File: src/rtl/axi_pkg.sv
`default_nettype none
// ============================================================================
// Module      : axi_pkg
// Description : Shared AXI encodings, bridge state constants and a
//               cache-size to AXI-size helper for the SRAM-to-AXI bridges.
// Revision    : 1.0 - initial release
// ============================================================================
package axi_pkg;

    // Cache-side transfer size encodings
    localparam logic [1:0] SIZE_BYTE  = 2'b00;
    localparam logic [1:0] SIZE_HALF  = 2'b01;
    localparam logic [1:0] SIZE_WORD  = 2'b10;

    // AXI response and burst length
    localparam logic [1:0] RESP_OKAY  = 2'b00;
    localparam logic [7:0] LEN_SINGLE = 8'd0;

    // Bridge state encoding (kept as plain constants for legacy tools)
    typedef logic [2:0] bridge_state_t;
    localparam bridge_state_t ST_IDLE  = 3'd0;
    localparam bridge_state_t ST_RADDR = 3'd1;
    localparam bridge_state_t ST_RDATA = 3'd2;
    localparam bridge_state_t ST_WADDR = 3'd3;
    localparam bridge_state_t ST_WRESP = 3'd4;

    // Map cache size to AXI AxSIZE; the reserved code 11 behaves as a word
    function automatic logic [2:0] axi_size(input logic [1:0] size);
        logic [2:0] result;
        case (size)
            SIZE_BYTE: result = 3'd0;
            SIZE_HALF: result = 3'd1;
            default:   result = 3'd2;
        endcase
        return result;
    endfunction

endpackage
`default_nettype wire

File: src/rtl/d_sram_axi_bridge_if.sv
`default_nettype none
// ============================================================================
// Module      : d_sram_axi_bridge_if
// Description : Cache-side SRAM-like port plus AXI master channels of the
//               data-side bridge. Optional bus_err when AXI_RESP_CHECK_EN.
// Revision    : 1.0 - initial release
// ============================================================================
interface d_sram_axi_bridge_if #(
    parameter int ID_WIDTH = 4
);
    // Cache side
    logic                data_req;
    logic                data_wr;
    logic [1:0]          data_size;
    logic [31:0]         data_addr;
    logic [31:0]         data_wdata;
    logic [31:0]         data_rdata;
    logic                data_addr_ok;
    logic                data_data_ok;
    // AR / R
    logic [ID_WIDTH-1:0] arid;
    logic [31:0]         araddr;
    logic [7:0]          arlen;
    logic [2:0]          arsize;
    logic                arvalid;
    logic                arready;
    logic [ID_WIDTH-1:0] rid;
    logic [31:0]         rdata;
    logic [1:0]          rresp;
    logic                rlast;
    logic                rvalid;
    logic                rready;
    // AW / W / B
    logic [ID_WIDTH-1:0] awid;
    logic [31:0]         awaddr;
    logic [7:0]          awlen;
    logic [2:0]          awsize;
    logic                awvalid;
    logic                awready;
    logic [31:0]         wdata;
    logic [3:0]          wstrb;
    logic                wlast;
    logic                wvalid;
    logic                wready;
    logic [1:0]          bresp;
    logic                bvalid;
    logic                bready;
`ifdef AXI_RESP_CHECK_EN
    logic                bus_err;
`endif

    // Bridge view: serves the cache, masters the AXI bus
    modport master (
`ifdef AXI_RESP_CHECK_EN
        output bus_err,
`endif
        input  data_req, data_wr, data_size, data_addr, data_wdata,
        output data_rdata, data_addr_ok, data_data_ok,
        output arid, araddr, arlen, arsize, arvalid,
        input  arready,
        input  rid, rdata, rresp, rlast, rvalid,
        output rready,
        output awid, awaddr, awlen, awsize, awvalid,
        input  awready,
        output wdata, wstrb, wlast, wvalid,
        input  wready,
        input  bresp, bvalid,
        output bready
    );

    // Environment view: the cache plus the AXI slave
    modport slave (
`ifdef AXI_RESP_CHECK_EN
        input  bus_err,
`endif
        output data_req, data_wr, data_size, data_addr, data_wdata,
        input  data_rdata, data_addr_ok, data_data_ok,
        input  arid, araddr, arlen, arsize, arvalid,
        output arready,
        output rid, rdata, rresp, rlast, rvalid,
        input  rready,
        input  awid, awaddr, awlen, awsize, awvalid,
        output awready,
        input  wdata, wstrb, wlast, wvalid,
        output wready,
        output bresp, bvalid,
        input  bready
    );

endinterface
`default_nettype wire

File: src/rtl/axi_strb_gen.sv
`default_nettype none
// ============================================================================
// Module      : axi_strb_gen
// Description : Combinational byte-strobe generator from transfer size and
//               the low address bits.
// Revision    : 1.0 - initial release
// ============================================================================
module axi_strb_gen
    import axi_pkg::*;
(
    input  logic [1:0] i_size,
    input  logic [1:0] i_addr_lo,
    output logic [3:0] o_strb
);

    // Select the lanes covered by the access; code 11 covers the full word
    always_comb begin
        o_strb = 4'b1111;
        case (i_size)
            SIZE_BYTE: o_strb = 4'b0001 << i_addr_lo;
            SIZE_HALF: o_strb = i_addr_lo[1] ? 4'b1100 : 4'b0011;
            SIZE_WORD: o_strb = 4'b1111;
            default:   o_strb = 4'b1111;
        endcase
    end

endmodule
`default_nettype wire

File: src/rtl/d_sram_axi_bridge.sv
`default_nettype none
// ============================================================================
// Module      : d_sram_axi_bridge
// Description : Data-cache SRAM-like port to single-beat AXI bridge, one
//               outstanding transaction. Optional macro AXI_RESP_CHECK_EN adds
//               a sticky bus_err flag for non-OKAY responses.
// Revision    : 1.0 - initial release
// ============================================================================
module d_sram_axi_bridge
    import axi_pkg::*;
#(
    parameter int                  ID_WIDTH = 4,
    parameter logic [ID_WIDTH-1:0] AXI_ID   = ID_WIDTH'(1)
)(
    input  logic                  clk,
    input  logic                  rst,
    d_sram_axi_bridge_if.master   bus
);

    bridge_state_t state_q, state_d;
    logic [31:0]   addr_q,  addr_d;
    logic [2:0]    size_q,  size_d;
    logic [31:0]   wdata_q, wdata_d;
    logic [3:0]    wstrb_q, wstrb_d;
    logic          aw_done_q, aw_done_d;
    logic          w_done_q,  w_done_d;

    logic [3:0]    w_strb;
    logic          w_aw_fin;
    logic          w_w_fin;
    logic          w_arvalid, w_rready, w_awvalid, w_wvalid, w_bready;
    logic          w_addr_ok, w_data_ok;

    axi_strb_gen u_strb_gen (
        .i_size    (bus.data_size),
        .i_addr_lo (bus.data_addr[1:0]),
        .o_strb    (w_strb)
    );

    // Transaction sequencing: capture in IDLE, then address and response phases
    always_comb begin
        state_d   = state_q;
        addr_d    = addr_q;
        size_d    = size_q;
        wdata_d   = wdata_q;
        wstrb_d   = wstrb_q;
        aw_done_d = aw_done_q;
        w_done_d  = w_done_q;
        w_aw_fin  = 1'b0;
        w_w_fin   = 1'b0;
        w_arvalid = 1'b0;
        w_rready  = 1'b0;
        w_awvalid = 1'b0;
        w_wvalid  = 1'b0;
        w_bready  = 1'b0;
        w_addr_ok = 1'b0;
        w_data_ok = 1'b0;
        case (state_q)
            ST_IDLE: begin
                if (bus.data_req) begin
                    addr_d    = bus.data_addr;
                    size_d    = axi_size(bus.data_size);
                    wdata_d   = bus.data_wdata;
                    wstrb_d   = w_strb;
                    aw_done_d = 1'b0;
                    w_done_d  = 1'b0;
                    state_d   = bus.data_wr ? ST_WADDR : ST_RADDR;
                end
            end
            ST_RADDR: begin
                w_arvalid = 1'b1;
                if (bus.arready) begin
                    w_addr_ok = 1'b1;
                    state_d   = ST_RDATA;
                end
            end
            ST_RDATA: begin
                w_rready = 1'b1;
                if (bus.rvalid) begin
                    w_data_ok = 1'b1;
                    state_d   = ST_IDLE;
                end
            end
            ST_WADDR: begin
                // AW and W retire independently; accept once both have gone
                w_awvalid = ~aw_done_q;
                w_wvalid  = ~w_done_q;
                w_aw_fin  = aw_done_q | bus.awready;
                w_w_fin   = w_done_q  | bus.wready;
                if (w_aw_fin && w_w_fin) begin
                    w_addr_ok = 1'b1;
                    aw_done_d = 1'b0;
                    w_done_d  = 1'b0;
                    state_d   = ST_WRESP;
                end else begin
                    aw_done_d = w_aw_fin;
                    w_done_d  = w_w_fin;
                end
            end
            ST_WRESP: begin
                w_bready = 1'b1;
                if (bus.bvalid) begin
                    w_data_ok = 1'b1;
                    state_d   = ST_IDLE;
                end
            end
            default: state_d = ST_IDLE;
        endcase
    end

    // State and captured request registers
    always_ff @(posedge clk or posedge rst) begin
        if (rst) begin
            state_q   <= ST_IDLE;
            addr_q    <= 32'd0;
            size_q    <= 3'd0;
            wdata_q   <= 32'd0;
            wstrb_q   <= 4'd0;
            aw_done_q <= 1'b0;
            w_done_q  <= 1'b0;
        end else begin
            state_q   <= state_d;
            addr_q    <= addr_d;
            size_q    <= size_d;
            wdata_q   <= wdata_d;
            wstrb_q   <= wstrb_d;
            aw_done_q <= aw_done_d;
            w_done_q  <= w_done_d;
        end
    end

`ifdef AXI_RESP_CHECK_EN
    logic bus_err_q, bus_err_d;

    // Sticky flag for any non-OKAY response seen on a completed handshake
    always_comb begin
        bus_err_d = bus_err_q;
        if ((state_q == ST_RDATA) && bus.rvalid && (bus.rresp != RESP_OKAY))
            bus_err_d = 1'b1;
        if ((state_q == ST_WRESP) && bus.bvalid && (bus.bresp != RESP_OKAY))
            bus_err_d = 1'b1;
    end

    // Error flag register, cleared only by reset
    always_ff @(posedge clk or posedge rst) begin
        if (rst) bus_err_q <= 1'b0;
        else     bus_err_q <= bus_err_d;
    end

    assign bus.bus_err = bus_err_q;
`else
    logic w_unused_resp;
    assign w_unused_resp = ^{bus.rresp, bus.bresp};
`endif

    // Single-beat transfers only; the read ID and last flag carry no information
    logic w_unused_rsig;
    assign w_unused_rsig = ^{bus.rid, bus.rlast};

    assign bus.arid         = AXI_ID;
    assign bus.araddr       = addr_q;
    assign bus.arlen        = LEN_SINGLE;
    assign bus.arsize       = size_q;
    assign bus.arvalid      = w_arvalid;
    assign bus.rready       = w_rready;
    assign bus.awid         = AXI_ID;
    assign bus.awaddr       = addr_q;
    assign bus.awlen        = LEN_SINGLE;
    assign bus.awsize       = size_q;
    assign bus.awvalid      = w_awvalid;
    assign bus.wdata        = wdata_q;
    assign bus.wstrb        = wstrb_q;
    assign bus.wlast        = 1'b1;
    assign bus.wvalid       = w_wvalid;
    assign bus.bready       = w_bready;
    assign bus.data_addr_ok = w_addr_ok;
    assign bus.data_data_ok = w_data_ok;
    assign bus.data_rdata   = bus.rdata;

endmodule
`default_nettype wire

File: src/flat_wrapper.sv
// flat-port wrapper written by rule: the top's interface ports become plain ports
module d_sram_axi_bridge_flat import axi_pkg::*;
#(
    parameter int                  ID_WIDTH = 4,
    parameter logic [ID_WIDTH-1:0] AXI_ID   = ID_WIDTH'(1)
)
  (clk, rst, bus_data_req, bus_data_wr, bus_data_size, bus_data_addr, bus_data_wdata, bus_data_rdata, bus_data_addr_ok, bus_data_data_ok, bus_arid, bus_araddr, bus_arlen, bus_arsize, bus_arvalid, bus_arready, bus_rid, bus_rdata, bus_rresp, bus_rlast, bus_rvalid, bus_rready, bus_awid, bus_awaddr, bus_awlen, bus_awsize, bus_awvalid, bus_awready, bus_wdata, bus_wstrb, bus_wlast, bus_wvalid, bus_wready, bus_bresp, bus_bvalid, bus_bready);
  d_sram_axi_bridge_if #(.ID_WIDTH(ID_WIDTH)) bus_i ();
  input  logic clk;
  input  logic rst;
  input wire logic [$bits(bus_i.data_req)-1:0] bus_data_req;
  input wire logic [$bits(bus_i.data_wr)-1:0] bus_data_wr;
  input wire logic [$bits(bus_i.data_size)-1:0] bus_data_size;
  input wire logic [$bits(bus_i.data_addr)-1:0] bus_data_addr;
  input wire logic [$bits(bus_i.data_wdata)-1:0] bus_data_wdata;
  output wire logic [$bits(bus_i.data_rdata)-1:0] bus_data_rdata;
  output wire logic [$bits(bus_i.data_addr_ok)-1:0] bus_data_addr_ok;
  output wire logic [$bits(bus_i.data_data_ok)-1:0] bus_data_data_ok;
  output wire logic [$bits(bus_i.arid)-1:0] bus_arid;
  output wire logic [$bits(bus_i.araddr)-1:0] bus_araddr;
  output wire logic [$bits(bus_i.arlen)-1:0] bus_arlen;
  output wire logic [$bits(bus_i.arsize)-1:0] bus_arsize;
  output wire logic [$bits(bus_i.arvalid)-1:0] bus_arvalid;
  input wire logic [$bits(bus_i.arready)-1:0] bus_arready;
  input wire logic [$bits(bus_i.rid)-1:0] bus_rid;
  input wire logic [$bits(bus_i.rdata)-1:0] bus_rdata;
  input wire logic [$bits(bus_i.rresp)-1:0] bus_rresp;
  input wire logic [$bits(bus_i.rlast)-1:0] bus_rlast;
  input wire logic [$bits(bus_i.rvalid)-1:0] bus_rvalid;
  output wire logic [$bits(bus_i.rready)-1:0] bus_rready;
  output wire logic [$bits(bus_i.awid)-1:0] bus_awid;
  output wire logic [$bits(bus_i.awaddr)-1:0] bus_awaddr;
  output wire logic [$bits(bus_i.awlen)-1:0] bus_awlen;
  output wire logic [$bits(bus_i.awsize)-1:0] bus_awsize;
  output wire logic [$bits(bus_i.awvalid)-1:0] bus_awvalid;
  input wire logic [$bits(bus_i.awready)-1:0] bus_awready;
  output wire logic [$bits(bus_i.wdata)-1:0] bus_wdata;
  output wire logic [$bits(bus_i.wstrb)-1:0] bus_wstrb;
  output wire logic [$bits(bus_i.wlast)-1:0] bus_wlast;
  output wire logic [$bits(bus_i.wvalid)-1:0] bus_wvalid;
  input wire logic [$bits(bus_i.wready)-1:0] bus_wready;
  input wire logic [$bits(bus_i.bresp)-1:0] bus_bresp;
  input wire logic [$bits(bus_i.bvalid)-1:0] bus_bvalid;
  output wire logic [$bits(bus_i.bready)-1:0] bus_bready;
  assign bus_i.data_req = bus_data_req;
  assign bus_i.data_wr = bus_data_wr;
  assign bus_i.data_size = bus_data_size;
  assign bus_i.data_addr = bus_data_addr;
  assign bus_i.data_wdata = bus_data_wdata;
  assign bus_data_rdata = bus_i.data_rdata;
  assign bus_data_addr_ok = bus_i.data_addr_ok;
  assign bus_data_data_ok = bus_i.data_data_ok;
  assign bus_arid = bus_i.arid;
  assign bus_araddr = bus_i.araddr;
  assign bus_arlen = bus_i.arlen;
  assign bus_arsize = bus_i.arsize;
  assign bus_arvalid = bus_i.arvalid;
  assign bus_i.arready = bus_arready;
  assign bus_i.rid = bus_rid;
  assign bus_i.rdata = bus_rdata;
  assign bus_i.rresp = bus_rresp;
  assign bus_i.rlast = bus_rlast;
  assign bus_i.rvalid = bus_rvalid;
  assign bus_rready = bus_i.rready;
  assign bus_awid = bus_i.awid;
  assign bus_awaddr = bus_i.awaddr;
  assign bus_awlen = bus_i.awlen;
  assign bus_awsize = bus_i.awsize;
  assign bus_awvalid = bus_i.awvalid;
  assign bus_i.awready = bus_awready;
  assign bus_wdata = bus_i.wdata;
  assign bus_wstrb = bus_i.wstrb;
  assign bus_wlast = bus_i.wlast;
  assign bus_wvalid = bus_i.wvalid;
  assign bus_i.wready = bus_wready;
  assign bus_i.bresp = bus_bresp;
  assign bus_i.bvalid = bus_bvalid;
  assign bus_bready = bus_i.bready;
  d_sram_axi_bridge #(.ID_WIDTH(ID_WIDTH), .AXI_ID(AXI_ID)) u_core (.clk(clk), .rst(rst), .bus(bus_i));
endmodule
File: config.mk
export PLATFORM = sky130hd
export DESIGN_NAME = d_sram_axi_bridge_flat
export DESIGN_NICKNAME = d
export VERILOG_FILES = /design/src/rtl/axi_pkg.sv /design/src/rtl/d_sram_axi_bridge_if.sv /design/src/rtl/axi_strb_gen.sv /design/src/rtl/d_sram_axi_bridge.sv /design/src/flat_wrapper.sv
export SDC_FILE = /design/constraint.sdc
export NUM_CORES = 1
export LEC_CHECK = 0
export BUFFER_PORTS_ARGS = -buffer_cell sky130_fd_sc_hd__buf_2
export CAP_MARGIN = 10
export CORE_AREA = 5 5 94 130
export CTS_BUF_LIST = sky130_fd_sc_hd__clkbuf_4 sky130_fd_sc_hd__clkbuf_8 sky130_fd_sc_hd__clkbuf_16
export CTS_CLUSTER_SIZE = 16
export DETAILED_ROUTE_END_ITERATION = 16
export DIE_AREA = 0 0 99 135
export PLACE_DENSITY = 0.77
export SKIP_CTS_REPAIR_TIMING = 1
export SLEW_MARGIN = 20
export SYNTH_ARGS = -nofsm -noshare
export SYNTH_HDL_FRONTEND = slang
export SYNTH_SLANG_ARGS = --single-unit
export TNS_END_PERCENT = 10
File: constraint.sdc
create_clock -name clk -period 3.4 [get_ports clk]
set_input_delay 0.17 -clock clk [delete_from_list [all_inputs] [get_ports clk]]
set_output_delay 0.17 -clock clk [all_outputs]
set_load 0.005 [all_outputs]
# Yosys cells after proc, flatten, opt, wreduce, memory -nomap -nowiden
# Cells that the tools add are included.
# W data, S select, Z words.
[totals]
in_bits = 116
wordCells = 55
out_inout_bits = 170
reg_bits = 76
[op_classes]
n_bitwise = 4
n_mux = 26
n_shift = 1
n_eq_ne = 10
n_reduce_logical = 7
[ops]
columns = ["operator", "count"]
rows = [
  ["$mux W3", 5],
  ["$pmux W3 S5", 1],
  ["$mux W1", 12],
  ["$ne A2 B2 Y1 const B", 4],
  ["$pmux W1 S2", 4],
  ["$pmux W4 S2", 1],
  ["$eq A3 B2 Y1 const B", 2],
  ["$reduce_and A5 Y1", 1],
  ["$mux W4", 1],
  ["$pmux W2 S2", 1],
  ["$reduce_and A2 Y1", 2],
  ["$shl A1 B2 Y4 const A", 1],
  ["$eq A3 B1 Y1 const B", 1],
  ["$eq A3 B3 Y1 const B", 1],
  ["$logic_not A3 Y1", 1],
  ["$eq A2 B1 Y1 const B", 1],
  ["$logic_not A2 Y1", 1],
  ["$mux W2", 1],
  ["$ne A2 B1 Y1 const B", 1],
  ["$not A1 Y1", 2],
  ["$or A1 B1 Y1", 2],
  ["$reduce_bool A2 Y1", 1],
  ["$logic_and A1 B1 Y1", 1],
]

# Logic depth before layout (Yosys ltp)
[logic_depth]
ltp_word = 4
mapped_depth = 7
depth_no_buf = 3

# By module
# From an unflattened synthesis, not the netlist that was laid out.
[hier_totals]
cells_unflattened = 435
area_unflattened_um2 = 3773.6
[modules_own_cells]
columns = ["module", "n_inst", "cells_per_inst", "area_each_um2", "seq_area_each_um2"]
rows = [
  ["d_sram_axi_bridge", 1, 428, 3729.8, 1876.8],
  ["axi_strb_gen", 1, 7, 43.8, 0.0],
]

# Least setup slack after synthesis
# OpenSTA, ideal clock, no wires.
[synth_path]
path_type = "register -> register"
from = "register u_core.state_q[0]"
to = "register u_core.addr_q[14] (netlist: u_core.bus.araddr[14])"
synth_period_minus_slack_ps = 1575
path_slack_ps = 1825
stages_incl_launch_ff = 8
arrival_time_ps = 1459
required_time_ps = 3283
path_buffers = 4
setup_ps = 117
cell_sequence = "dfrtp_1 -> buf_6 -> or4b_4 -> buf_6 -> buf_6 -> buf_6 -> nand2_1 -> nand2_1"
[synth_via]
elab_chain_cells = 2
[synth_rtl]
columns = ["element", "line", "rtl"]
rows = [
  ["start, declared", "d_sram_axi_bridge.sv:20", "bridge_state_t state_q, state_d;"],
  ["start signal, assigned", "d_sram_axi_bridge.sv:122", "state_q <= state_d;"],
  ["$logic_not A3 Y1", "d_sram_axi_bridge.sv:58", "case (state_q)"],
  ["$reduce_and A2 Y1 (no line)", "n/a", ""],
  ["end signal, assigned", "d_sram_axi_bridge.sv:123", "addr_q <= addr_d;"],
  ["end, declared", "d_sram_axi_bridge.sv:21", "logic [31:0] addr_q, addr_d;"],
]
# Every way passes these cells.
# A chain may end at the register's enable or synchronous reset.

# Final worst setup path
[layout_path]
from = "register u_core.state_q[1]"
to = "register u_core.wstrb_q[1] (netlist: u_core.bus.wstrb[1])"
[layout_via]
elab_chain_cells = 2
[layout_rtl]
columns = ["element", "line", "rtl"]
rows = [
  ["$logic_not A3 Y1", "d_sram_axi_bridge.sv:58", ""],
  ["$reduce_and A2 Y1 (no line)", "n/a", ""],
  ["end signal, assigned", "d_sram_axi_bridge.sv:126", "wstrb_q <= wstrb_d;"],
  ["end, declared", "d_sram_axi_bridge.sv:24", "logic [3:0] wstrb_q, wstrb_d;"],
]
# Every way passes these cells.

==> summary.md <==
| Metric | Value |
|---|---|
| Slew Limit Fails | 0 |
| Rel. slew slack | 0.386 |
| Rows | 45 |
| Syn Area/Cell | 8.65 µm² |
| Synth Flop Type | dfrtp_1 |
| Area grow syn2layout | 20.8% |
| # diodes | 0 |
| Worst Tran Pin Value | just over 900 ps |
| Worst-path maximum fanout | about 80 |
| Arrival @ worst endpoint | just over 2000 ps |
| Initial antenna violation count | 0 |
| Die height | ~140 µm |
| Clock latency on the worst-skew pair | 330 ps |
| Full die area | approximately 0.013 mm² |
| Lkg Pwr | ~2.7 nW |
| YS warnings | 0 |
| Hold Fails Final Rpt | 0 |
| TritonCTS buffer count | 9 |
| Pin count of the biggest net entering global routing | 79 |
| Post-route ant nets | 0 |
| Worst reg-to-reg setup slack | between 1500 and 2000 ps |
| Nets | 658 |
| Number of cells on the worst reg-to-reg path | 3 |
| Num ports | between 200 and 300 |
| Share of layout cells above drive strength 1 | 0.380 |
| Most frequent cells after synthesis | nand2_1 (202), buf_4 (93), dfrtp_1 (75), buf_2 (11) |
| WHS | 13.9 ps |
| Setup Total Neg Slack | 0 ps |
| Synth cell types | 26 |
| Final period utilization | 0.557 |
| Global-route wire length before repair | 13,900 µm |
| Max VDD drop | ~0.38 mV |
| Vias after detailed routing | 2,889 |
| CP Launch Type | register |
| Synth top area cells | dfrtp_1 (50%), nand2_1 (20%), buf_4 (19%) |
| Vias per inst | between 4 and 5 |
| Final setup viols | 0 |
| # DRC | 0 |
| Detailed-router iteration count before antenna repair | 6 |
| Asr flop ratio synth | 1.00 |
| TritonCTS clock tree | done |
| Status | finished, final reports clean |
| Total Routing Usage GR | 0.131 |
| Share of the synthesized area in the top cell type | 0.505 |
| Post-DP HPWL | around 6700 µm |
| Starting DRT DRC Count | 52 |
| Min Tclk post-route | between 1500 and 2000 ps |
| H-tree levels | 3 |
| Routed len/inst | 13.1 µm |
| Max Freq | ~530 MHz |
| Post-Route WL | ~9000 µm |
| Max Clock Skew | 7.66 ps |
| Clock sinks | 75 |
| I/O Buffers | roughly 190 |
| Max Cap Viol | 0 |
| FF-to-FF Start | u_core.state_q[1]$_DFFE_PP0P_ |
| RSZ-0062 raised after global routing | no |
| Synth Instances | 430 |
| Post-synth EDFFs | 0 |
| FF+latch count, synth | between 70 and 80 |
| Register area share after synthesis | 0.505 |
| Clock-pin slew on the worst setup and hold paths | about 60 ps |
| Worst r2r dst | u_core.bus.wstrb[1]$_DFFE_PP0P_ |
| Hold Path Class | primary input to asynchronous set/reset pin |
| Clk root buf | clkbuf_16 |
| Top-count cell post-synth | nand2_1 |
| Biggest area consumer among synthesized cells | dfrtp_1 |
| Clock Path Buffers | 2 |
| Kind of critical path | register to register |
| P per Cell Area | around 940 mW/mm² |
| Grt total ovfl | 0 |
| Required @ worst endpoint | about 3600 ps |
| Synthesized area | 0.00372 mm² |
| Initial cell density of the core | 0.342 |
| Vias in the first global route | ~2,800 |
| Die Width | slightly below 100 µm |
| Placer congestion estimate | ~0.74 |
| Core ar. | approximately 0.011 mm² |
| Worst setup EP type | register |
## cell type report
class	count	area (µm²)
Fill cell	1129	6370
Sequential cell	75	1880
Multi-Input combinational cell	265	1110
Timing Repair Buffer	187	941
Clock buffer	9	225
Tap cell	141	176
Clock inverter	7	146
Inverter	4	16.3
## per-layer routing
layer	up-vias	part of all wire	routed length [µm]	global-route usage
met3	26	0.095	855	0.0367
met5	-	0	0	0
li1	1425	-	-	-
met2	137	0.52	4690	0.233
met4	0	0.035	315	0.0676
met1	1301	0.35	3160	0.139
## critical path: stages, from the launching register on
cell and delay (ps):
dfrtp_1 500, or4b_4 920, nand2_1 180, o21ai_1 70
## placed cells by master, fill, tap and decap left out, drive strengths merged
| master | synthesis | layout |
|---|---|---|
| a21oi | 5 | 5 |
| a22o | 1 | 1 |
| a32o | 1 | 1 |
| buf | 109 | 187 |
| bufinv | 0 | 4 |
| clkbuf | 2 | 9 |
| clkinv | 0 | 1 |
| conb | 2 | 27 |
| dfrtp | 75 | 75 |
| inv | 4 | 6 |
| mux4 | 1 | 1 |
| nand2 | 202 | 202 |
| nand2b | 3 | 3 |
| nand3 | 3 | 3 |
| nand3b | 2 | 2 |
| nor2 | 5 | 5 |
| nor2b | 1 | 1 |
| nor3b | 2 | 2 |
| nor4b | 1 | 1 |
| o2111ai | 1 | 1 |
| o21ai | 5 | 5 |
| o221ai | 1 | 1 |
| o22a | 1 | 1 |
| o41ai | 1 | 1 |
| or2 | 1 | 1 |
| or4b | 1 | 1 |
## logic make-up (layout without fill, tap and decap cells)
| logic type | count (synthesis) | count (layout) | synth area share |
|---|---|---|---|
| and+or+nand+nor | 221 | 221 | 0.236 |
| buffers and inverters | 115 | 207 | 0.224 |
| DFF | 75 | 75 | 0.505 |
| AOI/OAI and AO/OA | 16 | 16 | 0.0279 |
| other | 2 | 27 | 0.00202 |
| muxes | 1 | 1 | 0.00606 |
## through the flow
| step | setup WS [ps] | power (mW) | utilization | cells | instance area (µm²) |
|---|---|---|---|---|---|
| after floorplan | 1320 | 2.66 | - | 455 | 3810 |
| after global placement | 1530 | 3.08 | 0.379 | 672 | 4120 |
| after detailed placement | 1520 | 3.14 | 0.379 | 672 | 4120 |
| after CTS | 1510 | 4.34 | 0.413 | 688 | 4490 |
| after global routing | 1400 | 4.60 | 0.413 | 688 | 4490 |
| final | 1510 | 4.24 | 0.413 | 688 | 4490 |
## worst max-delay path by stage
stage,endpoint,slack [ps],depth (start not counted),startpoint
floorplan,u_core.aw_done_q$_DFFE_PP0P_,1320,1,rst
global placement,u_core.w_done_q$_DFFE_PP0P_,1530,3,u_core.state_q[1]$_DFFE_PP0P_
detailed placement,u_core.w_done_q$_DFFE_PP0P_,1520,3,u_core.state_q[1]$_DFFE_PP0P_
CTS,u_core.bus.wstrb[1]$_DFFE_PP0P_,1510,3,u_core.state_q[1]$_DFFE_PP0P_
global route,u_core.bus.wstrb[2]$_DFFE_PP0P_,1400,3,u_core.state_q[1]$_DFFE_PP0P_
finish,u_core.bus.wstrb[1]$_DFFE_PP0P_,1510,3,u_core.state_q[1]$_DFFE_PP0P_
## registers in the layout, indices dropped and copies added, names as in the netlist
signal             count
u_core.bus.wstrb       4
u_core.bus.wdata      32
u_core.aw_done_q       1
u_core.w_done_q        1
u_core.state_q         3
u_core.bus.araddr     32
u_core.bus.arsize      2
## power by group
group          leakage [nW]  switching (mW)  internal, mW
registers             0.935           0.279          1.31
clock network         0.181           0.373         0.799
logic                  1.57           0.802         0.678
No activity file was read; power rests on OpenSTA's default activity.
